==> src/rtl/cdb_pkg.sv <==
// cdb_pkg: shared constants for the common data bus and its arbiter.
//   CDB_DATA_W / CDB_TAG_W : bus payload and source-tag widths
//   arb_state_e            : arbiter FSM state encoding
//   NO_GRANT               : grant_idx value when nothing is granted
package cdb_pkg;

  localparam int CDB_DATA_W = 32;
  localparam int CDB_TAG_W  = 6;
  localparam int NO_GRANT   = 0;

  typedef enum logic [1:0] {
    ARB_STATE_IDLE  = 2'd0,
    ARB_STATE_GRANT = 2'd1,
    ARB_STATE_GUARD = 2'd2
  } arb_state_e;

endpackage

==> src/rtl/rr_pick.sv <==
// rr_pick: combinational round-robin picker.
//   i_req     : request vector, one bit per unit
//   i_ptr     : last served unit; scan starts at i_ptr+1 (mod NUM_UNITS)
//   o_onehot  : one-hot winner (0 when no request)
//   o_idx     : winner index (0 when no request)
//   o_any_req : any request bit set
module rr_pick #(
  parameter  int NUM_UNITS = 4,
  localparam int IW        = $clog2(NUM_UNITS)
) (
  input  logic [NUM_UNITS-1:0] i_req,
  input  logic [IW-1:0]        i_ptr,
  output logic [NUM_UNITS-1:0] o_onehot,
  output logic [IW-1:0]        o_idx,
  output logic                 o_any_req
);

  logic          w_found;
  logic [IW-1:0] w_j;

  assign o_any_req = |i_req;

  // First hit wins; offsets 1..NUM_UNITS so the last-served unit is checked last.
  always_comb begin
    o_onehot = '0;
    o_idx    = '0;
    w_found  = 1'b0;
    w_j      = '0;
    for (int k = 1; k <= NUM_UNITS; k++) begin
      w_j = IW'((int'(i_ptr) + k) % NUM_UNITS);
      if (!w_found && i_req[w_j]) begin
        w_found       = 1'b1;
        o_onehot[w_j] = 1'b1;
        o_idx         = w_j;
      end
    end
  end

endmodule

==> src/rtl/cdb_arbiter.sv <==
// cdb_arbiter: round-robin grant of the common data bus to functional units.
// Each grant holds CDB_xmit for HOLD_CYCLES cycles, then one GUARD cycle
// with no grant before the next arbitration.
//   clock, reset_n  : clock, synchronous active-low reset
//   CDB_rts         : per-unit request-to-send (level)
//   CDB_write       : bus write strobe (monitor only)
//   CDB_xmit        : one-hot grant
//   grant_valid     : any xmit bit high
//   grant_idx       : granted unit index, 0 when idle
//   bus_busy        : high in GRANT and GUARD
//   protocol_error  : sticky, write seen with no grant
// Optional macro CDB_ARB_STARVE_CHECK_EN adds MAX_WAIT, starve_error and
// starve_idx (per-unit wait counters, sticky lowest starving unit).
module cdb_arbiter
  import cdb_pkg::*;
#(
  parameter  int NUM_UNITS   = 4,
  parameter  int HOLD_CYCLES = 1,
`ifdef CDB_ARB_STARVE_CHECK_EN
  parameter  int MAX_WAIT    = 16,
`endif
  localparam int IW          = $clog2(NUM_UNITS)
) (
  input  logic                 clock,
  input  logic                 reset_n,
  input  logic [NUM_UNITS-1:0] CDB_rts,
  input  logic                 CDB_write,
  output logic [NUM_UNITS-1:0] CDB_xmit,
  output logic                 grant_valid,
  output logic [IW-1:0]        grant_idx,
  output logic                 bus_busy,
`ifdef CDB_ARB_STARVE_CHECK_EN
  output logic                 starve_error,
  output logic [IW-1:0]        starve_idx,
`endif
  output logic                 protocol_error
);

  localparam int HW = 4;

  arb_state_e           r_state, w_state_nxt;
  logic [IW-1:0]        r_ptr, w_ptr_nxt;
  logic [HW-1:0]        r_hold, w_hold_nxt;
  logic [NUM_UNITS-1:0] r_xmit, w_xmit_nxt;
  logic [IW-1:0]        r_gidx, w_gidx_nxt;
  logic                 r_perr;

  logic [NUM_UNITS-1:0] w_onehot;
  logic [IW-1:0]        w_idx;
  logic                 w_any;

  rr_pick #(.NUM_UNITS(NUM_UNITS)) u_pick (
    .i_req    (CDB_rts),
    .i_ptr    (r_ptr),
    .o_onehot (w_onehot),
    .o_idx    (w_idx),
    .o_any_req(w_any)
  );

  always_comb begin
    w_state_nxt = r_state;
    w_ptr_nxt   = r_ptr;
    w_hold_nxt  = r_hold;
    w_xmit_nxt  = r_xmit;
    w_gidx_nxt  = r_gidx;
    case (r_state)
      ARB_STATE_IDLE, ARB_STATE_GUARD: begin
        if (w_any) begin
          w_state_nxt = ARB_STATE_GRANT;
          w_xmit_nxt  = w_onehot;
          w_gidx_nxt  = w_idx;
          w_hold_nxt  = HW'(HOLD_CYCLES - 1);
        end else begin
          w_state_nxt = ARB_STATE_IDLE;
          w_xmit_nxt  = '0;
          w_gidx_nxt  = IW'(NO_GRANT);
        end
      end
      ARB_STATE_GRANT: begin
        // rts is ignored here: a dropped request never shortens the grant.
        if (r_hold == '0) begin
          w_state_nxt = ARB_STATE_GUARD;
          w_xmit_nxt  = '0;
          w_gidx_nxt  = IW'(NO_GRANT);
          w_ptr_nxt   = r_gidx;
        end else begin
          w_hold_nxt = r_hold - 1'b1;
        end
      end
      default: begin
        w_state_nxt = ARB_STATE_IDLE;
        w_xmit_nxt  = '0;
        w_gidx_nxt  = IW'(NO_GRANT);
      end
    endcase
  end

  always_ff @(posedge clock) begin
    if (!reset_n) begin
      r_state <= ARB_STATE_IDLE;
      r_ptr   <= IW'(NUM_UNITS - 1);
      r_hold  <= '0;
      r_xmit  <= '0;
      r_gidx  <= '0;
      r_perr  <= 1'b0;
    end else begin
      r_state <= w_state_nxt;
      r_ptr   <= w_ptr_nxt;
      r_hold  <= w_hold_nxt;
      r_xmit  <= w_xmit_nxt;
      r_gidx  <= w_gidx_nxt;
      r_perr  <= r_perr | (CDB_write & ~(|r_xmit));
    end
  end

  assign CDB_xmit       = r_xmit;
  assign grant_valid    = |r_xmit;
  assign grant_idx      = r_gidx;
  assign bus_busy       = (r_state != ARB_STATE_IDLE);
  assign protocol_error = r_perr;

`ifdef CDB_ARB_STARVE_CHECK_EN
  localparam int WW = $clog2(MAX_WAIT + 1);

  logic [NUM_UNITS-1:0][WW-1:0] r_wait, w_wait_nxt;
  logic [NUM_UNITS-1:0]         w_hit;
  logic [IW-1:0]                w_hit_idx;
  logic                         r_serr;
  logic [IW-1:0]                r_sidx;

  // Counters saturate at MAX_WAIT so a long wait cannot wrap past the threshold.
  always_comb begin
    w_wait_nxt = '0;
    w_hit      = '0;
    w_hit_idx  = '0;
    for (int i = 0; i < NUM_UNITS; i++) begin
      if (CDB_rts[i] && !r_xmit[i])
        w_wait_nxt[i] = (r_wait[i] == WW'(MAX_WAIT)) ? r_wait[i] : r_wait[i] + 1'b1;
      w_hit[i] = (w_wait_nxt[i] == WW'(MAX_WAIT));
    end
    for (int i = NUM_UNITS - 1; i >= 0; i--)
      if (w_hit[i]) w_hit_idx = IW'(i);
  end

  always_ff @(posedge clock) begin
    if (!reset_n) begin
      r_wait <= '0;
      r_serr <= 1'b0;
      r_sidx <= '0;
    end else begin
      r_wait <= w_wait_nxt;
      if (!r_serr && |w_hit) begin
        r_serr <= 1'b1;
        r_sidx <= w_hit_idx;
      end
    end
  end

  assign starve_error = r_serr;
  assign starve_idx   = r_sidx;
`endif

endmodule

==> config.mk <==
export PLATFORM = sky130hd
export DESIGN_NAME = cdb_arbiter
export DESIGN_NICKNAME = d
export VERILOG_FILES = /design/src/rtl/cdb_pkg.sv /design/src/rtl/rr_pick.sv /design/src/rtl/cdb_arbiter.sv
export SDC_FILE = /design/constraint.sdc
export NUM_CORES = 1
export LEC_CHECK = 0
export ABC_AREA = 1
export BUFFER_PORTS_ARGS = -buffer_cell sky130_fd_sc_hd__buf_2
export CAP_MARGIN = 15
export CORE_MARGIN = 5
export CORE_UTILIZATION = 60
export CTS_CLUSTER_DIAMETER = 100
export DETAILED_ROUTE_END_ITERATION = 16
export PLACE_DENSITY_LB_ADDON = 0.2
export SLEW_MARGIN = 20
export SYNTH_ARGS = -nofsm -noshare
export SYNTH_HDL_FRONTEND = slang
export SYNTH_SLANG_ARGS = --single-unit
==> constraint.sdc <==
create_clock -name clock -period 5 [get_ports clock]
set_input_delay 0.5 -clock clock [delete_from_list [all_inputs] [get_ports clock]]
set_output_delay 0.5 -clock clock [all_outputs]
set_load 0.1 [all_outputs]
Yosys cells after proc, flatten, opt, wreduce, memory -nomap -nowiden
Cells that the tools add are included.
{"block": "word_totals", "register_bits": 15, "inputBits": 7, "output_inout_bits": 9}
{"block": "op_classes", "n_addsub": 5, "magnitude_cmp": 8, "eq_ne": 5, "mux": 39, "n_bitwise": 6, "reduce_logical": 19}
{"op": "$mux 4", "count": 8}
{"op": "$pmux 4 s2", "count": 2}
{"op": "$mux 2", "count": 7}
{"op": "$lt 2x3->1 const B", "count": 4}
{"op": "$mux 1", "count": 12}
{"op": "$or 4x4->4", "count": 3}
{"op": "$bmux 1 s2", "count": 4}
{"op": "$demux 1 s2", "count": 4}
{"op": "$ge 2x1->1 const B", "count": 4}
{"op": "$pmux 2 s2", "count": 2}
{"op": "$reduce_or 4->1", "count": 2}
{"op": "$logic_and 1x1->1", "count": 7}
{"op": "$add 2x1->2 const B", "count": 2}
{"op": "$add 2x2->2 const B", "count": 2}
{"op": "$logic_not 4->1", "count": 1}
{"op": "$ne 2x2->1 const B", "count": 2}
{"op": "$reduce_bool 2->1", "count": 2}
{"op": "$sub 4x1->4 const B", "count": 1}
{"op": "$logic_not 1->1", "count": 3}
{"op": "$reduce_and 3->1", "count": 1}
{"op": "$eq 2x1->1 const B", "count": 1}
{"op": "$eq 2x2->1 const B", "count": 1}
{"op": "$logic_not 2->1", "count": 1}
{"op": "$ne 2x1->1 const B", "count": 1}
{"op": "5 further kinds", "count": 5}

Depth between registers and ports, before layout
Gate-level depths: netlist of the first run.
{"block": "depth", "word_depth": 15, "mapped_depth": 12, "depth_no_buf": 12}

Modules after synthesis
From an unflattened synthesis of the first run, not the netlist that was laid out.
{"block": "hier_totals", "cells_unflattened": 165, "hier_area_um2": 1192.4}
{"mod": "cdb_arbiter", "instances": 1, "cells_each": 82, "area_each_um2": 630.6, "seq_area_each_um2": 300.3}
{"mod": "rr_pick", "instances": 1, "cells_each": 83, "area_each_um2": 561.8, "seq_area_each_um2": 0.0}

Least setup slack after synthesis of the first run
OpenSTA, ideal clock, no wires.
{"block": "synth_path", "path_type": "flip-flop to output port", "startpoint": "register r_xmit[0], in the netlist CDB_xmit[0]", "endpoint": "output port grant_valid", "t_arrival_ns": 1.869, "path_slack_ns": 2.631, "path_stages_with_launch": 3, "cell_sequence": "dfxtp_1 inv_1 nand3_1"}
{"block": "synth_via", "elab_chain_cells": 1}
{"item": "from (decl)", "line_no": "cdb_arbiter.sv:44", "rtl": "logic [NUM_UNITS-1:0] r_xmit, w_xmit_nxt;"}
{"item": "from (signal assigned)", "line_no": "cdb_arbiter.sv:110", "rtl": "r_xmit <= w_xmit_nxt;"}
{"item": "$reduce_or 4->1", "line_no": "cdb_arbiter.sv:117", "rtl": "assign grant_valid = |r_xmit;"}
{"item": "to (decl)", "line_no": "cdb_arbiter.sv:29", "rtl": "output logic grant_valid,"}
No other way between the ends.

Worst setup path after layout of the first run
{"block": "layout_path", "startpoint": "register r_ptr[0]", "endpoint": "register r_gidx[1], in the netlist grant_idx[1]"}
{"block": "layout_via", "elab_chain_cells": 15}
{"item": "from (decl)", "line_no": "cdb_arbiter.sv:42", "rtl": "logic [IW-1:0] r_ptr, w_ptr_nxt;"}
{"item": "from (signal assigned)", "line_no": "cdb_arbiter.sv:101", "rtl": "r_ptr <= IW'(NUM_UNITS - 1);"}
{"item": "from (signal assigned)", "line_no": "cdb_arbiter.sv:108", "rtl": "r_ptr <= w_ptr_nxt;"}
{"item": "$add 2x1->2", "line_no": "rr_pick.sv:30", "rtl": "w_j = IW'((int'(i_ptr) + k) % NUM_UNITS);"}
{"item": "$bmux 1 s2", "line_no": "rr_pick.sv:31", "rtl": "if (!w_found && i_req[w_j]) begin"}
{"item": "$mux 1 (implied by the code)", "line_no": "rr_pick.sv:31"}
{"item": "$mux 1", "line_no": "rr_pick.sv:31"}
{"item": "$logic_not 1->1", "line_no": "rr_pick.sv:31"}
{"item": "$logic_and 1x1->1", "line_no": "rr_pick.sv:31"}
{"item": "$mux 1", "line_no": "rr_pick.sv:31"}
{"item": "$logic_not 1->1", "line_no": "rr_pick.sv:31"}
{"item": "$logic_and 1x1->1", "line_no": "rr_pick.sv:31"}
{"item": "$mux 1", "line_no": "rr_pick.sv:31"}
{"item": "$logic_not 1->1", "line_no": "rr_pick.sv:31"}
{"item": "$logic_and 1x1->1", "line_no": "rr_pick.sv:31"}
{"item": "$mux 2 (*)", "line_no": "rr_pick.sv:31"}
{"item": "$mux 2 (*)", "line_no": "cdb_arbiter.sv:68", "rtl": "if (w_any) begin"}
{"item": "$pmux 2 s2 (*)", "line_no": "cdb_arbiter.sv:66", "rtl": "case (r_state)"}
{"item": "to (signal assigned)", "line_no": "cdb_arbiter.sv:111", "rtl": "r_gidx <= w_gidx_nxt;"}
{"item": "to (decl)", "line_no": "cdb_arbiter.sv:45", "rtl": "logic [IW-1:0] r_gidx, w_gidx_nxt;"}
Every way passes the cells marked *; elsewhere a longest branch is shown, timed or not. The select of a mux whose other input is x is not followed.
A chain may end at the register's enable or synchronous reset.

==> results of run 1 <==
cell usage in the layout, fill, tap and decap left out, types with 2 or more instances in the layout:
cell,Yosys,routed
nand2_1,43,43
nand3_1,17,17
a21boi_0,4,4
a21oi_1,10,10
o211ai_1,2,2
inv_1,19,19
nand2_2,5,5
dfxtp_1,15,15
nor2_1,8,8
buf_2,0,15
nand4_1,6,6
nand3_2,2,2
nor3_1,4,4
o21ai_0,5,5
clkbuf_4,0,3
ha_1,10,10
a21oi_2,6,6
synthesized netlist by cell type:
cell,instances,area share [%]
dfxtp_1,15,27
inv_1,19,6.4
inv_2,1,0.34
a21oi_1,10,4.5
nor3_1,4,1.8
o211ai_1,2,1.3
nand2_4,1,1.0
nor2_4,1,1.0
nand2_1,43,14
buf_6,1,1.0
o21ai_2,1,0.78
nand3_2,2,1.8
a31oi_1,1,0.56
clkbuf_1,1,0.34
a21boi_0,4,2.7
nand4_1,6,3.4
nand3_1,17,7.6
ha_1,10,11
nand2_2,5,2.8
a21oi_2,6,4.7
nor2_1,8,2.7
or2_2,1,0.56
o21ai_0,5,2.2
worst paths after layout:
check,startpoint,end,slack [ns]
hold / removal,protocol_error$_SDFF_PN0_,protocol_error$_SDFF_PN0_,0.45
setup / recovery,r_ptr[0]$_SDFFE_PN1P_,grant_idx[1]$_SDFFE_PN0P_,2.74
setup reg to reg,r_ptr[0]$_SDFFE_PN1P_,grant_idx[1]$_SDFFE_PN0P_,2.74
hold reg to reg,protocol_error$_SDFF_PN0_,protocol_error$_SDFF_PN0_,0.45
state kept, by name, summed over array words and instances, names as in the netlist:
signal	cells
CDB_xmit	4
grant_idx	2
protocol_error	1
r_hold	4
r_ptr	2
r_state	2
per-stage QoR:
stage	hold slack, ns	std cells	cell area (um2)	setup slack, ns	util, %
final	0.455	206	1240	2.74	70.8
after global routing	0.458	206	1240	2.52	70.8
after CTS	0.453	206	1240	2.75	70.8
after detailed placement	0.439	202	1210	2.75	69.2
after global placement	0.433	202	1210	2.82	69.2
after floorplan	0.457	164	1120	2.63	-
kinds of logic (layout without fill, tap and decap cells):
group / count (synthesis) / in the layout
AOI/OAI and AO/OA: 29 / 29
adders and majority gates: 10 / 10
buffers and inverters: 22 / 39
DFF: 15 / 15
and+or+nand+nor: 88 / 88
layout make-up:
type	instances	area, um2	area share, %
multi-input combinational	127	727	58.8
sequential	15	300	24.3
timing repair buffer	15	75.1	6.07
inverter	20	75.1	6.07
tap	25	31.3	2.53
clock buffer	3	22.5	1.82
clock inverter	1	5.00	0.405
critical path, delay by kind of cell (launching register included):
family | cells | cell delay (ns)
AO/OA/AOI/OAI | 1 | 0.05
AND/OR/NAND/NOR | 7 | 0.83
buffers and inverters | 2 | 0.31
adder cells (fa/ha/maj) | 1 | 0.39
flip-flops | 1 | 0.57
report_power, final:
part / internal (W) / leakage, nW / switching, W / total [W]
sequential: 0.000140 / 0.123 / 0.0000196 / 0.000159
combinational: 0.0000852 / 0.472 / 0.000278 / 0.000363
clock: 0.0000298 / 0.0177 / 0.0000405 / 0.0000702
per-layer routing:
metal / part of all wire (%) / track usage [%] / wire length (um)
met4: 0.70 / 4.68 / 18
met2: 44 / 34.3 / 1130
met3: 7.3 / 7.04 / 186
met5: 0 / 0 / 0
met1: 48 / 26.3 / 1230
==> flow_summary.yaml, run 1 <==
critical_path:
  slowest_stage: "dfxtp_1"
  cp_cell_sequence: "inv_2 -> ha_1 -> inv_1 -> nand3_2 -> nand2_4 -> nor2_4 -> nand3_1 -> nand2_1 -> nand2_1 -> nand2_1 -> a21oi_2"
  startpoint_type: "flip-flop"
  crit_required_ns: 5.18
  crit_arrival_ns: 2.43
  cp_common_cell: "nand2_1"
  cp-end-kind: "flip-flop"
  max_stage_delay_ns: 0.57
  crit_path_max_fanout: 13
  path_class: "flip-flop to flip-flop"
  ff2ff_path_depth: 11
route:
  drc: 0
  postRouteAntennaNets: 0
  post_drt_via_cell_ratio: 5.46
  drt_wl_total_mm: 2.56
  wl_per_cell_um: 12.4
  dr.pass1.iters: 4
  num_vias: 1124
  first_iter_violations: 26
cts:
  cts_tree: "done"
  cts_root_buf: "clkbuf_4"
  clkTransAtPathRegs_ns: 0.10
  post_cts_buffers: 0
  clockBufferDepth: 2
  cts.sinks: 15
  cts-hold-fix-buffers: 0
  numCtsBuffers: 3
  htree_levels: 1
  cts_resized: 0
  clock_latency_ns: 0.29
floorplan:
  start_util_pct: 64.0
  dieArea_um2: 2830
  row_count: 15
  fp.dieH_um: 53.2
  pin_count: 16
  die_w_um: 53.2
  core_um2: 1750
yosys:
  ys_ff_latch: 15
  synthSimpleGateAreaFrac_pct: 37.1
  synth_compound_area_share_pct: 16.8
  syn-num-nets: 181
  synth_cell_types: 23
  synth_top_family_by_area: "simple AND/OR/NAND/NOR gates"
  synth-adder-area-share_pct: 11.2
  syn_area_per_cell_um2: 6.81
  yosys_warnings: 0
  synth_mux_area_share_pct: 0
  syn_area_um2: 1120
  seq_area_frac_synth_pct: 26.9
  synth_xor_area_share_pct: 0
  synthCells: 164
final_layout:
  nNetsFinal: 199
  antennaDiodeCount: 0
  fill_cells: 160
  drive_gt1_share_pct: 20.4
  area_growth_pct: 10.6
pwr:
  peakVddDrop_v: 0.000343
  p_per_area_nw_per_um2: 479
  p_total_w: 0.000592
  power_leakage_nw: 0.613
grt:
  grt_pass1_wl_mm: 4.33
  antenna_found_initial: 0
  grt-ovfl-total: 0
  grt_pass1_vias: 1021
  grt_use_total_pct: 20.9
  grt_max_degree: 14
sta:
  min_period_ns: 2.26
  fin_skew_ns: 0.0194
  setup_viol: 0
  fmax_mhz: 443
  finalCritPeriodShare_pct: 45.1
  tightestPinTransition_ns: 0.490
  final.setup.tns_ns: 0
  slew_headroom_pct: 67.6
  finalHoldViolations: 0
  drv_slew: 0
  rsz0062_at_grt: "false"
status:
  status: "complete, no violations"
placement:
  dpl.hpwl_mm: 1.99
  place.gp.congestion: 0.879
  io_buffer_count: 15
hold_path:
  hp-class: "flip-flop to flip-flop"
  whs_path_depth: 2
run:
  drv_cap: 0
No activity file was read; power rests on OpenSTA's default activity.
==> inputs of run 2 (changes only) <==
--- a/config.mk
+++ b/config.mk
@@ -5,11 +5,11 @@
 export SDC_FILE = /design/constraint.sdc
 export NUM_CORES = 1
 export LEC_CHECK = 0
-export ABC_AREA = 1
+export ABC_AREA = 0
 export BUFFER_PORTS_ARGS = -buffer_cell sky130_fd_sc_hd__buf_2
 export CAP_MARGIN = 15
 export CORE_MARGIN = 5
-export CORE_UTILIZATION = 60
+export CORE_UTILIZATION = 50
 export CTS_CLUSTER_DIAMETER = 100
 export DETAILED_ROUTE_END_ITERATION = 16
 export PLACE_DENSITY_LB_ADDON = 0.2
==> constraint.sdc (replaced) <==
create_clock -name clock -period 2.05 [get_ports clock]
set_input_delay 0.205 -clock clock [delete_from_list [all_inputs] [get_ports clock]]
set_output_delay 0.205 -clock clock [all_outputs]
set_load 0.1 [all_outputs]
==> flow_summary.yaml, run 2 <==
floorplan:
  dieArea_um2: 3330
  fp.dieH_um: 57.7
  start_util_pct: 52.0
  row_count: 17
  pin_count: 16
  die_w_um: 57.7
  core_um2: 2190
route:
  drc: 0
  first_iter_violations: 15
  post_drt_via_cell_ratio: 5.95
  dr.pass1.iters: 4
  postRouteAntennaNets: 0
  wl_per_cell_um: 15.4
  num_vias: 1005
  drt_wl_total_mm: 2.61
grt:
  grt_use_total_pct: 16.7
  grt_pass1_vias: 976
  grt-ovfl-total: 0
  grt_pass1_wl_mm: 4.40
  antenna_found_initial: 0
  grt_max_degree: 11
critical_path:
  cp-startpoint: "r_ptr[0]$_SDFFE_PN1P_"
  crit-reg2reg-launch: "r_ptr[0]$_SDFFE_PN1P_"
  reg2reg_to: "CDB_xmit[1]$_SDFFE_PN0P_"
  crit_required_ns: 2.22
  ff2ff_path_depth: 7
  startpoint_type: "flip-flop"
  crit_path_max_fanout: 7
  crit_arrival_ns: 2.16
  path_class: "flip-flop to flip-flop"
  rrSetupSlack_ns: 0.06
  cp-end-kind: "flip-flop"
final_layout:
  layout_commonest_cell: "buf_2"
  layout_common_cells: "buf_2, dfxtp_1, nor2_1"
  final_util_pct: 59.9
  drive_gt1_share_pct: 34.8
  area_growth_pct: 15.0
  fill_cells: 202
  antennaDiodeCount: 0
  final_cell_area_um2: 1310
  nNetsFinal: 159
cts:
  htree_levels: 1
  cts-hold-fix-buffers: 0
  clkTransAtPathRegs_ns: 0.10
  cts_tree: "done"
  clockBufferDepth: 2
  clock_latency_ns: 0.29
  numCtsBuffers: 3
  cts.sinks: 15
  cts_root_buf: "clkbuf_4"
pwr:
  peakVddDrop_v: 0.000668
  p_per_area_nw_per_um2: 842
  p_total_w: 0.00110
  power_leakage_nw: 0.570
yosys:
  syn_area_um2: 1140
  syn-num-nets: 139
  ys_ff_latch: 15
  ys_top_cells_by_count: "dfxtp_1, nor2_1, ha_1, mux2i_1"
  synth_edf_count: 0
  yosysTopAreaCell: "dfxtp_1"
  seq_area_frac_synth_pct: 26.3
  yosysMostFrequentCell: "dfxtp_1"
  synthCells: 122
  async_reset_ff_share_pct: 0
  syn_area_per_cell_um2: 9.34
  synth.top_cell.area_share_pct: 26.3
  synth.area.top_cells: "dfxtp_1, ha_1, mux2i_1"
  ys.flop_type: "dfxtp_1"
  yosys_warnings: 0
  synth_cell_types: 39
placement:
  dpl.hpwl_mm: 2.00
  placed_cell_area_um2: 1280
  io_buffer_count: 15
  place.gp.congestion: 0.874
hold_path:
  whs_path_depth: 2
  hp-class: "input pin to flip-flop"
  hold_path_startpoint: "reset_n"
  hold_end: "r_ptr[1]$_SDFFE_PN1P_"
status:
  status: "complete, no violations"
sta:
  drv_slew: 0
  fmax_mhz: 501
  whs_ns: 0.117
  rsz0062_at_grt: "false"
  slew_headroom_pct: 67.8
  setup_viol: 0
  tightestPinTransition_ns: 0.486
  fin_skew_ns: 0.0191
  min_period_ns: 1.99
  finalHoldViolations: 0
  finalCritPeriodShare_pct: 97.3
run:
  drv_cap: 0
-- run 2: cell types whose count changed after synthesis, moves of 4 or more --
| cell | change |
|---|---|
| a21boi_0 | -4 |
| a21oi_1 | -5 |
| a21oi_2 | -6 |
| a221o_1 | +4 |
| a221oi_1 | +4 |
| inv_1 | -12 |
| mux2i_1 | +9 |
| nand2_1 | -37 |
| nand2_2 | -5 |
| nand3_1 | -16 |
| nand4_1 | -6 |
| nor2_1 | +5 |
-- run 2: where the power goes --
group	leakage (nW)	internal [W]	switching [W]	total, W
Combinational	0.430	0.000186	0.000403	0.000589
Clock	0.0177	0.0000725	0.0000977	0.000170
Sequential	0.123	0.000319	0.0000252	0.000344
Total	0.570	0.000577	0.000526	0.00110
-- run 2: worst max-delay path by stage --
stage	endpoint	slack (ns)	cells after the start
after global routing	CDB_xmit[0]$_SDFFE_PN0P_	0.008	8
after global placement	CDB_xmit[2]$_SDFFE_PN0P_	0.16	7
after CTS	CDB_xmit[1]$_SDFFE_PN0P_	0.08	7
after detailed placement	CDB_xmit[1]$_SDFFE_PN0P_	0.11	7
after floorplan	CDB_xmit[1]$_SDFFE_PN0P_	-0.03	9
final	CDB_xmit[1]$_SDFFE_PN0P_	0.06	7
-- run 2: cells by family after synthesis --
kind of cell | share of synthesized area [%]
DFF | 26.3
xor gates and xnor gates | 1.54
muxes | 14.8
buffers and inverters | 8.45
AOI/OAI and AO/OA | 18.6
and+or+nand+nor | 19.3
adders and majority gates | 11.0
-- run 2: layout make-up --
cell class	count	area [um2]	area share [%]
clock inverters	1	5.00	0.382
multi-input cells	93	785	59.8
repair buffers	22	128	9.73
clock buffers	3	22.5	1.72
well taps	28	35.0	2.67
flip-flops and latches	15	305	23.3
inverters	7	31.3	2.39
-- run 2: what timing repair did --
| action | 4_1_cts | 5_1_grt |
|---|---|---|
| setup endpoints to repair | 0 | 1 |
| gates resized for setup | 0 | 0 |
| buffers inserted | 0 | 1 |
-- run 2: metrics by stage --
| stage | instances | worst slack [ns] | setup TNS, ns |
|---|---|---|---|
| global route | 169 | 0.00812 | 0 |
| floorplan | 122 | -0.0322 | -0.105 |
| detailed placement | 164 | 0.110 | 0 |
| global placement | 164 | 0.157 | 0 |
| CTS | 168 | 0.0778 | 0 |
| finish | 169 | 0.0554 | 0 |
-- run 2: layer usage --
layer | part of all wire (%) | wire, um | vias to the layer above | GRT usage, %
li1 | - | - | 493 | -
met1 | 45 | 1180 | 478 | 20.1
met2 | 49 | 1260 | 30 | 29.4
met3 | 4.2 | 109 | 4 | 1.56
met4 | 2.1 | 55 | 0 | 8.61
met5 | 0 | 0 | - | 0
-- run 2: critical path: stages (launching register included) --
cell	delay, ns
dfxtp_4	0.43
inv_6	0.04
ha_4	0.29
mux4_2	0.31
nor2b_4	0.18
a221oi_2	0.28
nor2_1	0.08
a221o_1	0.25
==> inputs of run 3 (changes only) <==
--- a/config.mk
+++ b/config.mk
@@ -5,7 +5,7 @@
 export SDC_FILE = /design/constraint.sdc
 export NUM_CORES = 1
 export LEC_CHECK = 0
-export ABC_AREA = 0
+export ABC_AREA = 1
 export BUFFER_PORTS_ARGS = -buffer_cell sky130_fd_sc_hd__buf_2
 export CAP_MARGIN = 15
 export CORE_MARGIN = 5
==> flow_summary.yaml, run 3 (same netlist as run 1, synthesis figures left out) <==
status:
  status: "complete, no violations"
floorplan:
  die_w_um: 57.3
  fp.dieH_um: 57.3
  core_um2: 2170
  pin_count: 16
  start_util_pct: 51.5
  row_count: 17
  dieArea_um2: 3280
grt:
  grt_use_total_pct: 15.3
  grtUsageMet1_pct: 20.9
  grt_util_met3_pct: 4.52
  grt-ovfl-total: 0
  busiest_layer: "met2"
  grt_max_degree: 14
  grt_pass1_vias: 987
  met2_usage_pct: 25.0
  antenna_found_initial: 0
  grt_pass1_wl_mm: 4.12
cts:
  cts-hold-fix-buffers: 0
  cts_resized: 0
  clock_latency_ns: 0.28
  htree_levels: 1
  clkTransAtPathRegs_ns: 0.10
  numCtsBuffers: 3
  post_cts_buffers: 0
  cts.sinks: 15
  cts_tree: "done"
  clockBufferDepth: 2
  cts_root_buf: "clkbuf_4"
sta:
  whs_ns: 0.149
  slew_headroom_pct: 67.8
  finalCritPeriodShare_pct: 89.0
  final.setup.tns_ns: 0
  setup_viol: 0
  finalHoldViolations: 0
  drv_slew: 0
  fin_skew_ns: 0.00136
  rsz0062_at_grt: "false"
  min_period_ns: 1.82
  tightestPinTransition_ns: 0.487
  fmax_mhz: 548
critical_path:
  path_class: "flip-flop to flip-flop"
  ff2ff_path_depth: 11
  cp_num_cells: 11
  cp_common_cell: "nand2_1"
  cp_cell_sequence: "inv_2 -> ha_1 -> inv_1 -> nand3_2 -> nand2_4 -> nor2_4 -> nand2_1 -> o21ai_0 -> nand2_1 -> nand2_1 -> a21oi_2"
  startpoint_type: "flip-flop"
  reg2reg_to: "grant_idx[0]$_SDFFE_PN0P_"
  critPathTopFamily: "simple AND/OR/NAND/NOR gates"
  rrSetupSlack_ns: 0.23
  crit_arrival_ns: 1.99
  endpoint: "grant_idx[0]$_SDFFE_PN0P_"
  path_buf_inv: 2
  cp-startpoint: "r_ptr[0]$_SDFFE_PN1P_"
  crit_required_ns: 2.22
  crit-reg2reg-launch: "r_ptr[0]$_SDFFE_PN1P_"
  crit_path_max_fanout: 13
  slowest_stage: "dfxtp_1"
  cp-end-kind: "flip-flop"
  max_stage_delay_ns: 0.35
pwr:
  peakVddDrop_v: 0.000982
  pwr-share-comb_pct: 62.4
  power_leakage_nw: 0.643
  p_int_w: 0.000641
  power_switching_w: 0.000813
  p_clk_share_pct: 11.9
  p_seq_share_pct: 25.7
  power_switching_share_pct: 55.9
  p_per_area_nw_per_um2: 1130
route:
  postRouteAntennaNets: 0
  first_iter_violations: 42
  num_vias: 1133
  dr.pass1.iters: 4
  drt_wl_total_mm: 2.39
  drc: 0
  wl_per_cell_um: 11.2
  post_drt_via_cell_ratio: 5.29
final_layout:
  layout_common_cells: "nand2_1, inv_1, nand3_1"
  nNetsFinal: 204
  antennaDiodeCount: 0
  drive_gt1_share_pct: 23.1
  layout_commonest_cell: "nand2_1"
  area_growth_pct: 14.8
  fill_cells: 234
  final_cell_area_um2: 1280
placement:
  dpl.hpwl_mm: 1.91
  io_buffer_count: 15
  place.gp.congestion: 0.888
  placed_cell_area_um2: 1250
hold_path:
  hp-class: "input pin to flip-flop"
run:
  drv_cap: 0
## run 3: cell count changes in the layout (fill, tap and decap cells not counted), moves of 4 or more
cell / change
a21oi_2: +6
a21boi_0: +4
nand3_1: +15
a221o_1: -4
mux2i_1: -9
nand2_1: +37
inv_1: +13
nand4_1: +6
nand2_2: +5
a221oi_2: -4
nor2_1: -5
a21oi_1: +5
## run 3: final cells by class
type / instances / area [um2] / share of cell area [%]
Inverter: 20 / 75.1 / 5.85
Multi-Input combinational cell: 127 / 732 / 57.1
Clock inverter: 1 / 5.00 / 0.390
Sequential cell: 15 / 300 / 23.4
Timing Repair Buffer: 20 / 113 / 8.78
Clock buffer: 3 / 22.5 / 1.76
Tap cell: 28 / 35.0 / 2.73
## run 3: how the worst min path moves through the flow
stage	slack, ns	cells after the start	end	from
6_report	0.15	2	r_ptr[1]$_SDFFE_PN1P_	reset_n
5_1_grt	0.15	2	r_ptr[1]$_SDFFE_PN1P_	reset_n
4_1_cts	0.15	2	r_ptr[1]$_SDFFE_PN1P_	reset_n
3_5_place_dp	0.44	2	protocol_error$_SDFF_PN0_	protocol_error$_SDFF_PN0_
3_3_place_gp	0.44	2	protocol_error$_SDFF_PN0_	protocol_error$_SDFF_PN0_
2_1_floorplan	0.30	1	r_ptr[0]$_SDFFE_PN1P_	reset_n
## run 3: per-layer routing
layer,up-vias,part of all wire (%)
met3,2,6.6
met4,0,0.67
met2,36,44
met1,509,48
li1,586,-
met5,-,0
## run 3: power by group through the flow
| stage | Sequential (W) | Clock, W | Combinational [W] |
|---|---|---|---|
| finish | 0.000373 | 0.000174 | 0.000908 |
| detailed placement | 0.000379 | 0 | 0.000905 |
| global placement | 0.000377 | 0 | 0.000891 |
| CTS | 0.000373 | 0.000179 | 0.000909 |
| floorplan | 0.000581 | 0 | 0.000552 |
| global route | 0.000379 | 0.000194 | 0.000991 |
## run 3: per-stage QoR
step / cells / setup slack, ns / utilization (%) / power [W]
after floorplan: 164 / 0.141 / - / 0.00113
after global placement: 210 / 0.334 / 57.8 / 0.00127
after detailed placement: 210 / 0.258 / 57.8 / 0.00128
after CTS: 214 / 0.243 / 59.1 / 0.00146
after global routing: 214 / 0.0598 / 59.1 / 0.00156
final: 214 / 0.226 / 59.1 / 0.00145
